==> src/rtl/crypto_instr_pkg.sv <==
// Shared types for the crypto coprocessor issue/result interface.
// CRYPTO_XLEN stands in for riscv::XLEN in this slice.
package crypto_instr_pkg;

  localparam int unsigned CRYPTO_XLEN          = 32;
  localparam int unsigned CRYPTO_TRANS_ID_BITS = 3;

  typedef struct packed {
    logic       accept;
    logic       writeback;
    logic [2:0] register_read;
  } issue_resp_t;

  typedef struct packed {
    logic                            busy;
    logic                            killed;
    logic [4:0]                      rd;
    logic [CRYPTO_TRANS_ID_BITS-1:0] trans_id;
  } xif_entry_t;

  typedef struct packed {
    logic [CRYPTO_XLEN-1:0]          data;
    logic [CRYPTO_TRANS_ID_BITS-1:0] trans_id;
    logic [4:0]                      rd;
    logic                            we;
    logic                            ex;
  } xif_wb_t;

  typedef enum logic {IDLE, REQ} req_state_e;

  // There is no rs3 operand path, so a request that needs rs3 can never be allocated.
  function automatic logic resp_allocates(logic accept, logic writeback, logic rs3_read);
    return accept && writeback && !rs3_read;
  endfunction

endpackage

==> src/rtl/crypto_xif_issuer_if.sv <==
// Coprocessor-side issue and result channels; master is the core-side issuer.
interface crypto_xif_issuer_if
  import crypto_instr_pkg::*;
#(
  parameter int unsigned XLEN   = CRYPTO_XLEN,
  parameter int unsigned NR_IDS = 4
);
  localparam int unsigned IDW = $clog2(NR_IDS);

  logic            issue_valid;
  logic            issue_ready;
  logic [31:0]     issue_instr;
  logic [IDW-1:0]  issue_id;
  logic [XLEN-1:0] issue_rs1;
  logic [XLEN-1:0] issue_rs2;
  issue_resp_t     issue_resp;
  logic            result_valid;
  logic            result_ready;
  logic [IDW-1:0]  result_id;
  logic [XLEN-1:0] result_data;

  modport master (
    output issue_valid, issue_instr, issue_id, issue_rs1, issue_rs2, result_ready,
    input  issue_ready, issue_resp, result_valid, result_id, result_data
  );

  modport slave (
    input  issue_valid, issue_instr, issue_id, issue_rs1, issue_rs2, result_ready,
    output issue_ready, issue_resp, result_valid, result_id, result_data
  );
endinterface

==> src/rtl/crypto_xif_id_table.sv <==
// Outstanding-transaction table indexed by coprocessor id: allocate, free, lookup, flush-kill.
module crypto_xif_id_table
  import crypto_instr_pkg::*;
#(
  parameter int unsigned NR_IDS = 4,
  localparam int unsigned IDW   = $clog2(NR_IDS)
) (
  input  logic                            clk_i,
  input  logic                            rst_ni,
  input  logic                            flush_i,
  input  logic                            alloc_i,
  input  logic [IDW-1:0]                  alloc_id_i,
  input  logic [4:0]                      alloc_rd_i,
  input  logic [CRYPTO_TRANS_ID_BITS-1:0] alloc_trans_id_i,
  input  logic                            free_i,
  input  logic [IDW-1:0]                  result_id_i,
  output xif_entry_t                      lookup_o,
  output logic                            full_o,
  output logic                            any_busy_o
);

  xif_entry_t tbl_q [NR_IDS];

  always_ff @(posedge clk_i or negedge rst_ni) begin
    if (!rst_ni) begin
      for (int unsigned i = 0; i < NR_IDS; i++) tbl_q[i] <= '0;
    end else begin
      for (int unsigned i = 0; i < NR_IDS; i++) begin
        if (flush_i && tbl_q[i].busy) tbl_q[i].killed <= 1'b1;
      end
      if (free_i) tbl_q[result_id_i] <= '0;
      // An issue that coincides with a flush is still allocated, but born killed.
      if (alloc_i) begin
        tbl_q[alloc_id_i].busy     <= 1'b1;
        tbl_q[alloc_id_i].killed   <= flush_i;
        tbl_q[alloc_id_i].rd       <= alloc_rd_i;
        tbl_q[alloc_id_i].trans_id <= alloc_trans_id_i;
      end
    end
  end

  assign lookup_o = tbl_q[result_id_i];
  assign full_o   = tbl_q[alloc_id_i].busy;

  always_comb begin
    any_busy_o = 1'b0;
    for (int unsigned i = 0; i < NR_IDS; i++) any_busy_o = any_busy_o | tbl_q[i].busy;
  end

endmodule

==> src/rtl/crypto_xif_issuer.sv <==
// Core-side initiator for the crypto coprocessor issue/result interface.
// Optional issue-handshake timeout: define CRYPTO_XIF_ISSUE_TIMEOUT_EN.
module crypto_xif_issuer
  import crypto_instr_pkg::*;
#(
  parameter int unsigned XLEN          = CRYPTO_XLEN,
  parameter int unsigned NR_IDS        = 4,
  parameter int unsigned TRANS_ID_BITS = CRYPTO_TRANS_ID_BITS
`ifdef CRYPTO_XIF_ISSUE_TIMEOUT_EN
  , parameter int unsigned TIMEOUT_CYCLES = 256
`endif
) (
  input  logic                     clk_i,
  input  logic                     rst_ni,
  input  logic                     flush_i,
  input  logic                     instr_valid_i,
  output logic                     instr_ready_o,
  input  logic [31:0]              instr_i,
  input  logic [XLEN-1:0]          rs1_i,
  input  logic [XLEN-1:0]          rs2_i,
  input  logic [4:0]               rd_i,
  input  logic [TRANS_ID_BITS-1:0] trans_id_i,
  crypto_xif_issuer_if.master      xif,
  output logic                     wb_valid_o,
  output logic [XLEN-1:0]          wb_data_o,
  output logic [TRANS_ID_BITS-1:0] wb_trans_id_o,
  output logic [4:0]               wb_rd_o,
  output logic                     wb_we_o,
  output logic                     wb_ex_o,
  output logic                     busy_o,
  output logic                     id_err_o
);

  localparam int unsigned IDW = $clog2(NR_IDS);

  req_state_e               state_q, state_d;
  logic [31:0]              instr_q;
  logic [XLEN-1:0]          rs1_q, rs2_q;
  logic [4:0]               rd_q;
  logic [TRANS_ID_BITS-1:0] tid_q;
  logic [IDW-1:0]           alloc_ptr_q;
  logic                     pend_q, pend_ex_q, pend_set, pend_ex_d;
  xif_wb_t                  wb_q, wb_d;
  logic                     wb_valid_q, wb_valid_d;
  logic                     id_err_q;
  logic                     issue_valid, instr_hs, issue_hs, result_hs;
  logic                     alloc, free, table_full, any_busy, timeout;
  xif_entry_t               res_entry;
  logic                     unused_rr;

  always_comb begin
    state_d       = state_q;
    instr_ready_o = 1'b0;
    issue_valid   = 1'b0;
    case (state_q)
      IDLE: begin
        instr_ready_o = !table_full && !pend_q;
        if (instr_valid_i && instr_ready_o) state_d = REQ;
      end
      REQ: begin
        issue_valid = 1'b1;
        if (flush_i || xif.issue_ready || timeout) state_d = IDLE;
      end
    endcase
  end

  always_ff @(posedge clk_i or negedge rst_ni) begin
    if (!rst_ni) state_q <= IDLE;
    else         state_q <= state_d;
  end

  assign instr_hs  = instr_valid_i & instr_ready_o;
  assign issue_hs  = issue_valid & xif.issue_ready;
  assign result_hs = xif.result_valid & xif.result_ready;
  assign alloc     = issue_hs & resp_allocates(xif.issue_resp.accept, xif.issue_resp.writeback,
                                               xif.issue_resp.register_read[2]);
  assign free      = result_hs & res_entry.busy;
  assign pend_set  = !flush_i & ((issue_hs & !alloc) | timeout);
  assign pend_ex_d = timeout | !xif.issue_resp.accept | xif.issue_resp.register_read[2];
  assign unused_rr = ^xif.issue_resp.register_read[1:0];

  assign xif.issue_valid  = issue_valid;
  assign xif.issue_instr  = instr_q;
  assign xif.issue_id     = alloc_ptr_q;
  assign xif.issue_rs1    = rs1_q;
  assign xif.issue_rs2    = rs2_q;
  assign xif.result_ready = !pend_q;

`ifdef CRYPTO_XIF_ISSUE_TIMEOUT_EN
  localparam int unsigned TMO_W = $clog2(TIMEOUT_CYCLES + 1);
  logic [TMO_W-1:0] tmo_q;

  always_ff @(posedge clk_i or negedge rst_ni) begin
    if (!rst_ni)               tmo_q <= '0;
    else if (instr_hs)         tmo_q <= '0;
    else if (state_q == REQ)   tmo_q <= tmo_q + TMO_W'(1);
  end

  assign timeout = (state_q == REQ) && !xif.issue_ready && (tmo_q == TMO_W'(TIMEOUT_CYCLES - 1));
`else
  assign timeout = 1'b0;
`endif

  // pend_q blocks result_ready, so a pending completion and a result never collide here.
  always_comb begin
    wb_valid_d = 1'b0;
    wb_d       = wb_q;
    if (!flush_i) begin
      if (pend_q) begin
        wb_valid_d    = 1'b1;
        wb_d.data     = '0;
        wb_d.trans_id = tid_q;
        wb_d.rd       = rd_q;
        wb_d.we       = 1'b0;
        wb_d.ex       = pend_ex_q;
      end else if (free && !res_entry.killed) begin
        wb_valid_d    = 1'b1;
        wb_d.data     = xif.result_data;
        wb_d.trans_id = res_entry.trans_id;
        wb_d.rd       = res_entry.rd;
        wb_d.we       = 1'b1;
        wb_d.ex       = 1'b0;
      end
    end
  end

  always_ff @(posedge clk_i or negedge rst_ni) begin
    if (!rst_ni) begin
      instr_q     <= '0;
      rs1_q       <= '0;
      rs2_q       <= '0;
      rd_q        <= '0;
      tid_q       <= '0;
      alloc_ptr_q <= '0;
      pend_q      <= 1'b0;
      pend_ex_q   <= 1'b0;
      wb_q        <= '0;
      wb_valid_q  <= 1'b0;
      id_err_q    <= 1'b0;
    end else begin
      if (instr_hs) begin
        instr_q <= instr_i;
        rs1_q   <= rs1_i;
        rs2_q   <= rs2_i;
        rd_q    <= rd_i;
        tid_q   <= trans_id_i;
      end
      if (alloc) alloc_ptr_q <= alloc_ptr_q + IDW'(1);
      if (flush_i) begin
        pend_q <= 1'b0;
      end else if (pend_set) begin
        pend_q    <= 1'b1;
        pend_ex_q <= pend_ex_d;
      end else if (pend_q) begin
        pend_q <= 1'b0;
      end
      wb_valid_q <= wb_valid_d;
      wb_q       <= wb_d;
      if (result_hs && !res_entry.busy) id_err_q <= 1'b1;
    end
  end

  crypto_xif_id_table #(.NR_IDS(NR_IDS)) u_id_table (
    .clk_i            (clk_i),
    .rst_ni           (rst_ni),
    .flush_i          (flush_i),
    .alloc_i          (alloc),
    .alloc_id_i       (alloc_ptr_q),
    .alloc_rd_i       (rd_q),
    .alloc_trans_id_i (tid_q),
    .free_i           (free),
    .result_id_i      (xif.result_id),
    .lookup_o         (res_entry),
    .full_o           (table_full),
    .any_busy_o       (any_busy)
  );

  assign wb_valid_o    = wb_valid_q;
  assign wb_data_o     = wb_q.data;
  assign wb_trans_id_o = wb_q.trans_id;
  assign wb_rd_o       = wb_q.rd;
  assign wb_we_o       = wb_q.we;
  assign wb_ex_o       = wb_q.ex;
  assign busy_o        = (state_q == REQ) | pend_q | any_busy;
  assign id_err_o      = id_err_q;

endmodule

==> src/flat_wrapper.sv <==
// flat-port wrapper written by rule: the top's interface ports become plain ports
module crypto_xif_issuer_flat import crypto_instr_pkg::*;
#(
  parameter int unsigned XLEN          = CRYPTO_XLEN,
  parameter int unsigned NR_IDS        = 4,
  parameter int unsigned TRANS_ID_BITS = CRYPTO_TRANS_ID_BITS

)
  (clk_i, rst_ni, flush_i, instr_valid_i, instr_ready_o, instr_i, rs1_i, rs2_i, rd_i, trans_id_i, wb_valid_o, wb_data_o, wb_trans_id_o, wb_rd_o, wb_we_o, wb_ex_o, busy_o, id_err_o, xif_issue_valid, xif_issue_instr, xif_issue_id, xif_issue_rs1, xif_issue_rs2, xif_result_ready, xif_issue_ready, xif_issue_resp, xif_result_valid, xif_result_id, xif_result_data);
  crypto_xif_issuer_if #(.XLEN(XLEN), .NR_IDS(NR_IDS)) xif_i ();
  input  logic clk_i;
  input  logic rst_ni;
  input  logic flush_i;
  input  logic instr_valid_i;
  output logic instr_ready_o;
  input  logic [31:0] instr_i;
  input  logic [XLEN-1:0] rs1_i;
  input  logic [XLEN-1:0] rs2_i;
  input  logic [4:0] rd_i;
  input  logic [TRANS_ID_BITS-1:0] trans_id_i;
  output logic wb_valid_o;
  output logic [XLEN-1:0] wb_data_o;
  output logic [TRANS_ID_BITS-1:0] wb_trans_id_o;
  output logic [4:0] wb_rd_o;
  output logic wb_we_o;
  output logic wb_ex_o;
  output logic busy_o;
  output logic id_err_o;
  output wire logic [$bits(xif_i.issue_valid)-1:0] xif_issue_valid;
  output wire logic [$bits(xif_i.issue_instr)-1:0] xif_issue_instr;
  output wire logic [$bits(xif_i.issue_id)-1:0] xif_issue_id;
  output wire logic [$bits(xif_i.issue_rs1)-1:0] xif_issue_rs1;
  output wire logic [$bits(xif_i.issue_rs2)-1:0] xif_issue_rs2;
  output wire logic [$bits(xif_i.result_ready)-1:0] xif_result_ready;
  input wire logic [$bits(xif_i.issue_ready)-1:0] xif_issue_ready;
  input wire logic [$bits(xif_i.issue_resp)-1:0] xif_issue_resp;
  input wire logic [$bits(xif_i.result_valid)-1:0] xif_result_valid;
  input wire logic [$bits(xif_i.result_id)-1:0] xif_result_id;
  input wire logic [$bits(xif_i.result_data)-1:0] xif_result_data;
  assign xif_issue_valid = xif_i.issue_valid;
  assign xif_issue_instr = xif_i.issue_instr;
  assign xif_issue_id = xif_i.issue_id;
  assign xif_issue_rs1 = xif_i.issue_rs1;
  assign xif_issue_rs2 = xif_i.issue_rs2;
  assign xif_result_ready = xif_i.result_ready;
  assign xif_i.issue_ready = xif_issue_ready;
  assign xif_i.issue_resp = xif_issue_resp;
  assign xif_i.result_valid = xif_result_valid;
  assign xif_i.result_id = xif_result_id;
  assign xif_i.result_data = xif_result_data;
  crypto_xif_issuer #(.XLEN(XLEN), .NR_IDS(NR_IDS), .TRANS_ID_BITS(TRANS_ID_BITS)) u_core (.clk_i(clk_i), .rst_ni(rst_ni), .flush_i(flush_i), .instr_valid_i(instr_valid_i), .instr_ready_o(instr_ready_o), .instr_i(instr_i), .rs1_i(rs1_i), .rs2_i(rs2_i), .rd_i(rd_i), .trans_id_i(trans_id_i), .xif(xif_i), .wb_valid_o(wb_valid_o), .wb_data_o(wb_data_o), .wb_trans_id_o(wb_trans_id_o), .wb_rd_o(wb_rd_o), .wb_we_o(wb_we_o), .wb_ex_o(wb_ex_o), .busy_o(busy_o), .id_err_o(id_err_o));
endmodule
==> config.mk <==
export PLATFORM = sky130hd
export DESIGN_NAME = crypto_xif_issuer_flat
export DESIGN_NICKNAME = d
export VERILOG_FILES = /design/src/rtl/crypto_instr_pkg.sv /design/src/rtl/crypto_xif_issuer_if.sv /design/src/rtl/crypto_xif_id_table.sv /design/src/rtl/crypto_xif_issuer.sv /design/src/flat_wrapper.sv
export SDC_FILE = /design/constraint.sdc
export NUM_CORES = 1
export LEC_CHECK = 0
export ABC_AREA = 1
export BUFFER_PORTS_ARGS = -buffer_cell sky130_fd_sc_hd__buf_2
export CAP_MARGIN = 40
export CORE_MARGIN = 3
export CORE_UTILIZATION = 36
export CTS_CLUSTER_DIAMETER = 150
export DETAILED_ROUTE_END_ITERATION = 10
export PLACE_DENSITY_LB_ADDON = 0.1
export SLEW_MARGIN = 10
export SYNTH_ARGS = -nofsm -noshare
export SYNTH_HDL_FRONTEND = slang
export SYNTH_HIERARCHICAL = 1
export SYNTH_SLANG_ARGS = --single-unit
export TNS_END_PERCENT = 30
==> constraint.sdc <==
create_clock -name clk_i -period 2 [get_ports clk_i]
set_clock_uncertainty 0.15 [all_clocks]
set_input_delay 0.1 -clock clk_i [delete_from_list [all_inputs] [get_ports clk_i]]
set_output_delay 0.1 -clock clk_i [all_outputs]
set_load 0.02 [all_outputs]
* After elaboration in Yosys (flattened, before gate mapping) *
Cells that the tools add are included.

operators by class
  multiplexer cells = 38
  order comparisons = 4
  $add $sub $neg = 1
  bitwise gates (word level) = 19
  reductions and logical operators = 24

operators with widths
  kind                   count
  $bwmux W40             4
  $demux W10 S2          5
  $mux W42               2
  $mux W40               2
  $mux W10               6
  $and A40 B40 Y40       1
  $bmux W10 S2           2
  $not A40 Y40           1
  $mux W1                13
  $logic_and A1 B1 Y1    12
  $mux W9                1
  $logic_not A1 Y1       8
  $mux W8                1
  $and A1 B1 Y1          7
  $ge A3 B3 Y1 const B   2
  $lt A3 B1 Y1 const B   2
  $not A2 Y3             2
  $or A1 B1 Y1           6
  $reduce_and A2 Y1      2
  $mux W3                1
  $add A2 B1 Y2 const B  1
  $not A1 Y1             2
  $pmux W1 S2            1
  $reduce_bool A2 Y1     1
  $logic_or A1 B1 Y1     1

word-level totals
  input port bits = 149
  word-level logic and storage cells = 118
  register bits = 193

* Logic depth before layout (Yosys ltp) *
Gate-level depths: netlist of run 1.

  depth after elaboration = 13
  mapped depth = 12
  gate-level depth less buffers = 11

* Cells and area by module *
Netlist of run 1, hierarchy kept.

by module, submodules not included
  module               cells an instance  area an instance (um^2)  seq. area each (um^2)  times used
  crypto_xif_issuer    698                6159.7                   3828.7                 1
  crypto_xif_id_table  217                1975.6                   1001.0                 1

* Least setup slack after synthesis of run 1 *
OpenSTA, ideal clock, no wires.

  path type = reg2reg
  from = register u_core.alloc_ptr_q[0] (netlist: u_core/xif.issue_id[0])
  to = register u_core.rs1_q[10] (netlist: u_core/xif.issue_rs1[10])
  arrival = 1.681 ns
  setup slack = 0.052 ns
  clock period less this slack = 1.948 ns
  library setup time = 0.118 ns
  path buffers = 2
  stages on the path, launching flop included = 10
  required time = 1.732 ns
  path through = dfrtp_1 > nor2_1 > nand2_1 > nand4_1 > nor3_4 > nand2_1 > buf_2 > buf_2 > nand2_1 > nand2_1

on the way
  cells in the longest elaborated chain, start to end = 8

RTL lines
  what                                         line                       source
  start, declared                              crypto_xif_issuer.sv:41    logic [IDW-1:0] alloc_ptr_q;
  start signal, assigned                       crypto_xif_issuer.sv:148   if (alloc) alloc_ptr_q <= alloc_ptr_q + IDW'(1);
  $not A2 Y3 (implied by the code)             crypto_xif_id_table.sv:43  assign full_o = tbl_q[alloc_id_i].busy;
  $bmux W10 S2                                 crypto_xif_id_table.sv:43
  $mux W10 (implied by the code) (2 in a row)  crypto_xif_id_table.sv:43
  net u_core.table_full                        crypto_xif_issuer.sv:47    logic alloc, free, table_full, any_busy, timeout;
  $logic_not A1 Y1                             crypto_xif_issuer.sv:57    instr_ready_o = !table_full && !pend_q;
  $logic_and A1 B1 Y1                          crypto_xif_issuer.sv:57
  $mux W1                                      crypto_xif_issuer.sv:55    case (state_q)
  $and A1 B1 Y1                                crypto_xif_issuer.sv:72    assign instr_hs = instr_valid_i & instr_ready_o;
  end signal, assigned                         crypto_xif_issuer.sv:143   rs1_q <= rs1_i;
  end, declared                                crypto_xif_issuer.sv:38    logic [XLEN-1:0] rs1_q, rs2_q;

The timed path passes the listed nets, and every way through them passes these cells. The select of a mux whose other input is x is not followed.
A chain may end at the register's enable or synchronous reset.

* Final worst setup path of run 1 *
  from = register u_core.alloc_ptr_q[1] (netlist: u_core/xif.issue_id[1])
  to = register u_core.rs2_q[30] (netlist: u_core/xif.issue_rs2[30])

on the way
  cells in the longest elaborated chain, start to end = 8

RTL lines
  what                                         line                       source
  $not A2 Y3 (implied by the code)             crypto_xif_id_table.sv:43
  $bmux W10 S2                                 crypto_xif_id_table.sv:43
  $mux W10 (implied by the code) (2 in a row)  crypto_xif_id_table.sv:43
  net u_core.table_full                        crypto_xif_issuer.sv:47
  $logic_not A1 Y1                             crypto_xif_issuer.sv:57
  $logic_and A1 B1 Y1                          crypto_xif_issuer.sv:57
  $mux W1                                      crypto_xif_issuer.sv:55
  $and A1 B1 Y1                                crypto_xif_issuer.sv:72
  end signal, assigned                         crypto_xif_issuer.sv:144   rs2_q <= rs2_i;
  end, declared                                crypto_xif_issuer.sv:38

The timed path passes the listed nets, and every way through them passes these cells. The select of a mux whose other input is x is not followed.

==> impl_metrics.py, run 1 <==
metrics = {
    "final_layout": {
        "area_growth_pct": 59.7,
        "antenna_cells": 0,
        "layout-drive-gt1-share": 0.362,
        "mostFrequentLayoutCell": "sky130_fd_sc_hd__nand2_1",
        "final_core_utilization": 0.590,
        "layout.nets": 1530,
        "final_cell_mix": "sky130_fd_sc_hd__nand2_1, sky130_fd_sc_hd__buf_2, sky130_fd_sc_hd__dfrtp_1, sky130_fd_sc_hd__nand3_1, sky130_fd_sc_hd__dlygate4sd3_1",
        "fillerInstances": 1941,
        "multiInputGateArea_mm2": 0.00328,
        "sequential_cell_area_mm2": 0.00483,
    },
    "sta": {
        "final_slew_viol_count": 0,
        "hold_slack_ns": 0.0265,
        "grt_setup_unrepaired": "true",
        "tightest_slew_ns": 0.519,
        "max-slew-margin-rel": 0.654,
        "period_share": 1.01,
        "timing.fmax_ghz": 0.496,
        "setup_violations": 11,
        "final.setup.worst_slack_ns": -0.0170,
        "fin_crit_ns": 2.02,
        "report.final.hold_viol_count": 0,
    },
    "clock_tree": {
        "clock_tree.root_cell": "sky130_fd_sc_hd__clkbuf_16",
        "tritoncts.num_buffers": 17,
        "worstSkewPairLatency_ns": 0.43,
        "ctsLongestPathBuffers": 2,
        "cts_htree_levels": 4,
        "clk_pin_slew_worst_paths_ns": 0.07,
        "cts_sinks": 193,
        "clock_tree_from_tritoncts": "built",
    },
    "route": {
        "drt_iter0_markers": 490,
        "drcViolationCount": 0,
        "vias_per_cell": 4.82,
        "wl_um": 28800,
        "met3_wirelength_um": 1720,
        "route.detailed.wl_per_inst_um": 17.2,
        "detailroute.wirelength.met2_um": 14100,
        "antenna_left": 0,
        "drt_pre_antenna_iters": 4,
        "routedLengthMet1_um": 12400,
        "top_layer_used": "met4",
        "vias": 8077,
    },
    "synth": {
        "synth.ff_latch_count": 193,
        "async_reset_ff_frac": 1.00,
        "syn-num-nets": 1064,
        "ys.warnings.count": 6,
        "synthesis.area_mm2": 0.00814,
        "synth_enable_flop_cells": 0,
        "number_of_distinct_library_cell_variants_in_the_gate_level_netlist_after_synthesis": 23,
        "synth_top_flop_cell": "sky130_fd_sc_hd__dfrtp_1",
        "ys_seq_area_frac": 0.594,
        "post_synthesis_cell_count": 915,
        "syn_avg_cell_area_um2": 8.89,
    },
    "floorplan": {
        "initial_utilization": 0.369,
        "core_region_area_mm2": 0.0220,
        "core.rowCount": 54,
        "design.portCount": 295,
        "die_height_um": 156,
        "die_w_um": 156,
        "floorplan.die_area_mm2": 0.0244,
    },
    "critical_path": {
        "largest_fanout_of_any_net_on_the_critical_path": 8,
        "worst_setup_path_start_kind": "register",
        "timing_worst_setup_path_type": "register to register",
        "critPathArrivalTime_ns": 2.18,
        "worstSetupEndpointType": "register",
        "cp.required_ns": 2.16,
    },
    "place": {
        "post-place-ws_ns": 0.0715,
        "gp_congestion": 0.777,
        "io_buffer_count": 292,
        "post-dp-hpwl_um": 16700,
    },
    "status": {
        "result_of_the_run": "finished, violations left",
        "violations": "setup timing",
    },
    "grt": {
        "grt_pass1_wl_um": 41900,
        "grt_pass1_vias": 7928,
        "global_route.usage.total": 0.213,
        "number_of_antenna_violations_at_the_first_check_in_global_routing": 0,
        "grt_overflow": 0,
        "grt_max_degree": 79,
    },
    "power": {
        "power_leakage_nw": 6.97,
        "vdd.ir_drop.worst_v": 0.000959,
        "pwr_density_cell_mw_per_mm2": 1450,
    },
    "min_path": {
        "worstHoldPathType": "input pin to register",
    },
    "flow_run": {
        "maxCapViolCount": 0,
    },
}
[state kept, by name, indices dropped and copies added, names as in the netlist]
signal                   count
u_core/pend_ex_q             1
u_core/xif.issue_id          2
u_core/xif.issue_rs1        32
u_core/wb_valid_o            1
u_core/id_err_o              1
u_core/state_q               1
u_core/u_id_table/tbl_q     40
u_core/wb_trans_id_o         3
u_core/tid_q                 3
u_core/wb_we_o               1
u_core/rd_q                  5
u_core/wb_ex_o               1
u_core/wb_rd_o               5
u_core/xif.issue_instr      32
u_core/wb_data_o            32
u_core/pend_q                1
u_core/xif.issue_rs2        32
[timing repair]
action                                  CTS  global route
hold endpoints to repair                338             0
pin swaps                                 3             5
setup buffers                             7             4
gates resized for setup                   9           109
endpoints found under the setup margin    1           172
cloned                                    1            19
hold buffers                            148             0
[cell usage after synthesis (4+ instances only)]
| library cell | count | area share |
|---|---|---|
| sky130_fd_sc_hd__nand3_2 | 8 | 0.0098 |
| sky130_fd_sc_hd__dfrtp_1 | 193 | 0.59 |
| sky130_fd_sc_hd__inv_2 | 4 | 0.0018 |
| sky130_fd_sc_hd__o21ai_2 | 24 | 0.026 |
| sky130_fd_sc_hd__nand2_1 | 388 | 0.18 |
| sky130_fd_sc_hd__buf_6 | 4 | 0.0055 |
| sky130_fd_sc_hd__nand2_2 | 4 | 0.0031 |
| sky130_fd_sc_hd__nor2_2 | 6 | 0.0046 |
| sky130_fd_sc_hd__o21ai_0 | 5 | 0.0031 |
| sky130_fd_sc_hd__buf_2 | 22 | 0.014 |
| sky130_fd_sc_hd__clkbuf_1 | 31 | 0.014 |
| sky130_fd_sc_hd__o21ai_1 | 4 | 0.0025 |
| sky130_fd_sc_hd__nand4_1 | 44 | 0.034 |
| sky130_fd_sc_hd__inv_1 | 16 | 0.0074 |
| sky130_fd_sc_hd__nor2_1 | 6 | 0.0028 |
| sky130_fd_sc_hd__nand3_1 | 149 | 0.092 |
[report_power, final]
part	switching [mW]	internal, mW
Sequential	1.04	5.43
Clock	1.69	1.67
Combinational	5.44	3.59
Total	8.17	10.7
[final timing paths]
| path | from | to | slack [ns] | depth (start not counted) |
|---|---|---|---|---|
| setup reg to reg | u_core/xif.issue_id[1]$_DFFE_PN0P_ | u_core/xif.issue_rs2[30]$_DFFE_PN0P_ | -0.02 | 11 |
| hold / removal | xif_issue_resp[4] | u_core/pend_q$_DFF_PN0_ | 0.03 | 6 |
| max in group asynchronous | rst_ni | u_core/xif.issue_rs2[30]$_DFFE_PN0P_ | 0.97 | 3 |
| hold reg to reg | u_core/xif.issue_rs1[14]$_DFFE_PN0P_ | u_core/xif.issue_rs1[14]$_DFFE_PN0P_ | 0.31 | 2 |
| setup / recovery | u_core/xif.issue_id[1]$_DFFE_PN0P_ | u_core/xif.issue_rs2[30]$_DFFE_PN0P_ | -0.02 | 11 |
| min in group asynchronous | rst_ni | u_core/state_q$_DFF_PN0_ | 0.06 | 2 |
[routing by layer]
layer  vias to the layer above  GRT usage
met3                        36     0.0525
met2                       283      0.351
met5                         -          0
li1                       3930          -
met1                      3828      0.281
met4                         0     0.0617
[layout make-up]
type                    instances  share of cell area
clock buffers                  18              0.0330
clock inverters                14              0.0109
inverters                      21             0.00645
multi-input cells             645               0.252
flip-flops and latches        193               0.372
well taps                     280              0.0270
repair buffers                503               0.299
[per-stage QoR]
stage               TNS (ns)  power [mW]  instances  instance area, um^2
detailed placement         0        13.6       1464                10100
finish               -0.0554        18.9       1674                13000
global placement           0        13.5       1464                10100
global route           -4.44        20.0       1674                13000
floorplan                  0        10.6        915                 8140
CTS                    -4.01        17.6       1652                12300
[kinds of logic after synthesis]
kind of cell | after synthesis | synth area share
AO/OA/AOI/OAI | 34 | 0.0323
XOR/XNOR | 1 | 0.00108
buffers and inverters | 78 | 0.0431
flip-flops | 193 | 0.594
AND/OR/NAND/NOR | 609 | 0.330
[critical path, stage by stage (launching register included)]
cell and delay, ns:
sky130_fd_sc_hd__dfrtp_2 0.46, sky130_fd_sc_hd__inv_2 0.07, sky130_fd_sc_hd__nor2_2 0.04, sky130_fd_sc_hd__nand2_1 0.06
sky130_fd_sc_hd__nand4_1 0.13, sky130_fd_sc_hd__nor3_4 0.27, sky130_fd_sc_hd__buf_6 0.15, sky130_fd_sc_hd__buf_6 0.12
sky130_fd_sc_hd__nand2_8 0.12, sky130_fd_sc_hd__clkbuf_16 0.22, sky130_fd_sc_hd__nand2_2 0.05, sky130_fd_sc_hd__nand2_1 0.06
(Power assumes the default switching activity.)
==> run 2: changes to the inputs <==
Clock period 2 ns to 1.65 ns, I/O delays scaled along.
==> impl_metrics.py, run 2 (same netlist as run 1, synthesis figures left out) <==
metrics = {
    "status": {
        "result_of_the_run": "finished, violations left",
        "violations": "setup timing",
    },
    "final_layout": {
        "mostFrequentLayoutCell": "sky130_fd_sc_hd__nand2_1",
        "final_cell_mix": "sky130_fd_sc_hd__nand2_1, sky130_fd_sc_hd__buf_2, sky130_fd_sc_hd__dfrtp_1, sky130_fd_sc_hd__nand3_1, sky130_fd_sc_hd__dlygate4sd3_1",
        "area_growth_pct": 56.8,
        "layout.nets": 1536,
        "layout-drive-gt1-share": 0.331,
        "final_cell_count_no_fill": 1681,
        "flip_flop_count_of_the_largest_register_after_layout": 40,
        "register_ranked_first_by_flip_flop_count": "u_core/u_id_table/tbl_q",
        "fillerInstances": 1968,
    },
    "clock_tree": {
        "cts_htree_levels": 4,
        "clk_pin_slew_worst_paths_ns": 0.08,
        "tritoncts.num_buffers": 17,
        "worstSkewPairLatency_ns": 0.44,
        "clock_tree_from_tritoncts": "built",
        "ctsLongestPathBuffers": 2,
        "cts_sinks": 193,
        "clock_tree.root_cell": "sky130_fd_sc_hd__clkbuf_16",
    },
    "floorplan": {
        "die_w_um": 156,
        "core_region_area_mm2": 0.0220,
        "core.rowCount": 54,
        "initial_utilization": 0.369,
        "design.portCount": 295,
        "floorplan.die_area_mm2": 0.0244,
        "die_height_um": 156,
    },
    "critical_path": {
        "timing.critical_path.from": "u_core/xif.issue_id[0]$_DFFE_PN0P_",
        "cpMostUsedCell": "sky130_fd_sc_hd__buf_12",
        "timing.critical_path.cells": "inv_2 > nor2_2 > nand2_1 > nand4_1 > nor3_4 > buf_12 > buf_12 > buf_8",
        "r2r.worst_path.cells": 11,
        "critPathArrivalTime_ns": 1.74,
        "r2r_start": "u_core/xif.issue_id[0]$_DFFE_PN0P_",
        "cp_num_buf_inv": 4,
        "rr_endpoint": "u_core/xif.issue_instr[13]$_DFFE_PN0P_",
        "cp.depth": 8,
        "largest_fanout_of_any_net_on_the_critical_path": 5,
        "crit_slowest_cell": "sky130_fd_sc_hd__dfrtp_2",
        "cp.required_ns": 1.42,
        "r2r_setup_slack_ns": -0.30,
        "critical_path.max_stage_delay_ns": 0.44,
        "worst_setup_path_start_kind": "register",
        "crit_path_end": "instr_ready_o",
        "crit_family": "simple AND/OR/NAND/NOR gates",
        "worstSetupEndpointType": "output pin",
        "timing_worst_setup_path_type": "register to output pin",
    },
    "sta": {
        "final.setup.worst_slack_ns": -0.325,
        "setup_violations": 144,
        "hold_slack_ns": 0.0472,
        "final_slew_viol_count": 0,
        "report.final.hold_viol_count": 0,
        "period_share": 1.20,
        "tightest_slew_ns": 0.452,
        "max-slew-margin-rel": 0.698,
        "grt_setup_unrepaired": "true",
        "timing.fmax_ghz": 0.506,
        "fin_crit_ns": 1.97,
    },
    "route": {
        "route.detailed.wl_per_inst_um": 16.1,
        "wl_um": 27100,
        "drt_iter0_markers": 465,
        "drcViolationCount": 0,
        "vias_per_cell": 4.78,
        "antenna_left": 0,
        "drt_pre_antenna_iters": 5,
        "vias": 8031,
    },
    "place": {
        "io_buffer_count": 292,
        "post-dp-hpwl_um": 17600,
        "post-place-ws_ns": -0.218,
        "dp_cells": 1494,
        "gp_congestion": 0.814,
    },
    "min_path": {
        "worstHoldPathType": "input pin to register",
    },
    "grt": {
        "grt_overflow": 0,
        "global_route.usage.total": 0.216,
        "grt_pass1_wl_um": 42200,
        "grt_max_degree": 72,
        "grt_pass1_vias": 7980,
        "number_of_antenna_violations_at_the_first_check_in_global_routing": 1,
    },
    "power": {
        "power_leakage_nw": 6.90,
        "pwr_density_cell_mw_per_mm2": 1730,
        "total_power_mw": 22.1,
        "vdd.ir_drop.worst_v": 0.000928,
    },
    "flow_run": {
        "maxCapViolCount": 0,
    },
}
## run 2: how the worst min path moves through the flow
stage,start,end,cells past startpoint
finish,xif_issue_resp[4],u_core/pend_q$_DFF_PN0_,6
global route,xif_issue_resp[4],u_core/pend_q$_DFF_PN0_,6
CTS,xif_issue_resp[4],u_core/pend_q$_DFF_PN0_,6
detailed placement,rst_ni,u_core/wb_rd_o[1]$_DFFE_PN0P_,1
global placement,rst_ni,u_core/wb_rd_o[1]$_DFFE_PN0P_,1
floorplan,rst_ni,u_core/id_err_o$_DFFE_PN0P_,0
## run 2: cell type report
cell class	count	area (um^2)	share of cell area
tap	280	350	0.0275
clock buffer	18	439	0.0344
antenna	1	2.50	0.000196
clock inverter	14	160	0.0126
multi-input combinational	644	3040	0.238
sequential	193	4830	0.379
timing repair buffer	510	3850	0.302
inverter	21	78.8	0.00618
## run 2: what timing repair did
| item | 4_1_cts | 5_1_grt |
|---|---|---|
| buffers inserted | 5 | 0 |
| hold endpoints to repair | 338 | 0 |
| gates resized for setup | 11 | 26 |
| gates cloned | 1 | 1 |
| setup endpoints to repair | 167 | 188 |
| pin swaps | 3 | 15 |
| hold buffers | 147 | 0 |
## run 2: layer usage
layer / vias up / track usage / routed length [um]
li1: 3942 / - / -
met1: 3795 / 0.283 / 11700
met2: 262 / 0.352 / 13100
met3: 32 / 0.0597 / 1840
met4: 0 / 0.0667 / 521
met5: - / 0 / 0
## run 2: tightest hold or removal path: stages
cell and delay (ns):
sky130_fd_sc_hd__buf_2 0.10, sky130_fd_sc_hd__inv_1 0.05, sky130_fd_sc_hd__nor2_1 0.06, sky130_fd_sc_hd__nand2_1 0.12, sky130_fd_sc_hd__nand3_1 0.12, sky130_fd_sc_hd__inv_1 0.07
## run 2: power breakdown
group	leakage [nW]	internal [mW]	switching (mW)	total (mW)
registers	2.47	6.58	1.11	7.70
logic	4.15	4.03	6.14	10.2
clock network	0.287	2.09	2.10	4.19
## run 2: metrics by stage
step | cell area, um^2 | utilization | setup TNS, ns
global route | 12800 | 0.579 | -41.43
floorplan | 8200 | - | -18.74
CTS | 12600 | 0.574 | -31.64
global placement | 10400 | 0.474 | -17.23
finish | 12800 | 0.579 | -25.06
detailed placement | 10400 | 0.474 | -20.62
==> run 3: changes to the inputs <==
Settings changed: GPL_TIMING_DRIVEN set to 0.
==> impl_metrics.py, run 3 (same netlist as run 1, synthesis figures left out) <==
metrics = {
    "status": {
        "result_of_the_run": "finished, violations left",
        "violations": "setup timing",
    },
    "place": {
        "dp_cells": 1485,
        "post-dp-hpwl_um": 18200,
        "gp_congestion": 0.773,
        "io_buffer_count": 289,
        "post-place-ws_ns": -0.755,
    },
    "grt": {
        "grt_pass1_wl_um": 42400,
        "global_route.usage.total": 0.216,
        "grt_overflow": 0,
        "grt_max_degree": 99,
        "grt_pass1_vias": 8036,
        "number_of_antenna_violations_at_the_first_check_in_global_routing": 0,
    },
    "clock_tree": {
        "cts_sinks": 193,
        "clock_tree_from_tritoncts": "built",
        "clock_tree.root_cell": "sky130_fd_sc_hd__clkbuf_16",
        "tritoncts.num_buffers": 17,
        "worstSkewPairLatency_ns": 0.42,
        "cts_htree_levels": 4,
        "ctsLongestPathBuffers": 2,
        "clk_pin_slew_worst_paths_ns": 0.07,
    },
    "sta": {
        "tightest_slew_ns": 0.789,
        "setup_violations": 159,
        "timing.fmax_ghz": 0.512,
        "max-slew-margin-rel": 0.474,
        "hold_slack_ns": 0.0288,
        "fin_crit_ns": 1.95,
        "final_slew_viol_count": 0,
        "report.final.hold_viol_count": 0,
        "grt_setup_unrepaired": "true",
        "period_share": 1.18,
        "final.setup.worst_slack_ns": -0.304,
    },
    "route": {
        "drcViolationCount": 0,
        "route.detailed.wl_per_inst_um": 16.2,
        "met3_wirelength_um": 1860,
        "detailroute.wirelength.met2_um": 13000,
        "wl_um": 27200,
        "top_layer_used": "met4",
        "drt_iter0_markers": 463,
        "vias_per_cell": 4.82,
        "vias": 8061,
        "antenna_left": 0,
        "routedLengthMet1_um": 11900,
        "drt_pre_antenna_iters": 5,
    },
    "critical_path": {
        "critical_path.max_stage_delay_ns": 0.45,
        "crit_slowest_cell": "sky130_fd_sc_hd__dfrtp_2",
        "timing_worst_setup_path_type": "register to register",
        "cp_num_buf_inv": 5,
        "crit_family": "buffers and inverters",
        "r2r.worst_path.cells": 11,
        "cp.depth": 11,
        "worstSetupEndpointType": "register",
        "critPathArrivalTime_ns": 2.12,
        "cp.required_ns": 1.82,
        "r2r_setup_slack_ns": -0.30,
        "largest_fanout_of_any_net_on_the_critical_path": 10,
        "worst_setup_path_start_kind": "register",
        "timing.critical_path.cells": "nor2_2 > nand2_1 > nand4_1 > nor3_4 > buf_6 > buf_8 > buf_4 > buf_6 > clkbuf_8 > nand3_1 > nand2_1",
    },
    "power": {
        "comb_power_share": 0.451,
        "int_pwr_mw": 12.7,
        "clkPwrFrac": 0.197,
        "total_power_mw": 21.9,
        "vdd.ir_drop.worst_v": 0.000840,
        "switching_power_mw": 9.17,
        "seqPwrFrac": 0.352,
        "pwr_density_cell_mw_per_mm2": 1740,
        "power_leakage_nw": 6.78,
        "swShare": 0.418,
    },
    "min_path": {
        "worstHoldPathType": "input pin to register",
        "hold-path-cell-count": 4,
    },
    "floorplan": {
        "initial_utilization": 0.369,
        "core.rowCount": 54,
        "floorplan.die_area_mm2": 0.0244,
        "core_region_area_mm2": 0.0220,
        "die_height_um": 156,
        "die_w_um": 156,
        "design.portCount": 295,
    },
    "final_layout": {
        "flip_flop_count_of_the_largest_register_after_layout": 40,
        "fillerInstances": 2088,
        "final_cell_count_no_fill": 1674,
        "layout.nets": 1530,
        "layout-drive-gt1-share": 0.326,
        "register_ranked_first_by_flip_flop_count": "u_core/u_id_table/tbl_q",
        "mostFrequentLayoutCell": "sky130_fd_sc_hd__nand2_1",
        "sequential_cell_area_mm2": 0.00483,
        "area_growth_pct": 55.0,
        "antenna_cells": 0,
        "multiInputGateArea_mm2": 0.00311,
        "final_cell_mix": "sky130_fd_sc_hd__nand2_1, sky130_fd_sc_hd__buf_2, sky130_fd_sc_hd__dfrtp_1, sky130_fd_sc_hd__nand3_1, sky130_fd_sc_hd__dlygate4sd3_1",
    },
    "flow_run": {
        "maxCapViolCount": 0,
    },
}
## run 3: cell count changes in the layout (fill, tap and decap cells not counted), sizes merged, moves of 3 or more
cell / previous run / this run
clkbuf: 20 / 50
clkinv: 4 / 7
dlygate4sd3: 147 / 143
buf: 361 / 330
inv: 29 / 25
## run 3: per-stage QoR
step	TNS, ns	utilization	instance area, um^2
after floorplan	-18.74	-	8200
after global placement	-716.96	0.454	9990
after detailed placement	-109.61	0.455	10000
after CTS	-33.07	0.564	12400
after global routing	-45.73	0.572	12600
final	-27.42	0.572	12600
## run 3: power by group through the flow
stage | logic, mW | registers, mW | clock network, mW
2_1_floorplan | 3.42 | 9.51 | 0
3_3_place_gp | 8.37 | 7.71 | 0
3_5_place_dp | 8.48 | 7.72 | 0
4_1_cts | 9.53 | 7.67 | 4.43
5_1_grt | 10.8 | 7.95 | 4.63
6_report | 9.89 | 7.72 | 4.31
## run 3: worst paths after layout
| kind | start | endpoint |
|---|---|---|
| worst max register to register | u_core/xif.issue_id[1]$_DFFE_PN0P_ | u_core/xif.issue_rs1[26]$_DFFE_PN0P_ |
| max in group asynchronous | rst_ni | u_core/xif.issue_rs1[22]$_DFFE_PN0P_ |
| min in group asynchronous | rst_ni | u_core/xif.issue_id[0]$_DFFE_PN0P_ |
| worst min-delay path | xif_result_id[1] | u_core/u_id_table/tbl_q[9]$_DFF_PN0_ |
| worst max-delay path | u_core/xif.issue_id[1]$_DFFE_PN0P_ | u_core/xif.issue_rs1[26]$_DFFE_PN0P_ |
| worst min register to register | u_core/wb_rd_o[3]$_DFFE_PN0P_ | u_core/wb_rd_o[3]$_DFFE_PN0P_ |
## run 3: routing by layer
layer	GRT usage	vias up
met5	0	-
met4	0.0609	0
met3	0.0597	28
met2	0.355	281
met1	0.283	3826
li1	-	3926
## run 3: tightest hold or removal path: cells and delay by family
kind / cells / cell delay [ns]
buf+inv: 1 / 0.17
simple gates: 3 / 0.31
## run 3: area by class of cell
cell class                 instances  share of cell area
clock inverter                    13              0.0132
tap                              280              0.0278
clock buffer                      19              0.0359
multi-input combinational        644               0.247
inverter                          21             0.00705
sequential                       193               0.383
timing repair buffer             447               0.246
buffer                            57              0.0403
## run 3: timing repair
item / in CTS / in global routing
endpoints found under the hold margin: 243 / 0
gates cloned: 0 / 3
endpoints found under the setup margin: 182 / 189
hold buffers: 143 / 0
setup buffers: 9 / 2
resized for setup: 72 / 41
pin swaps: 9 / 29
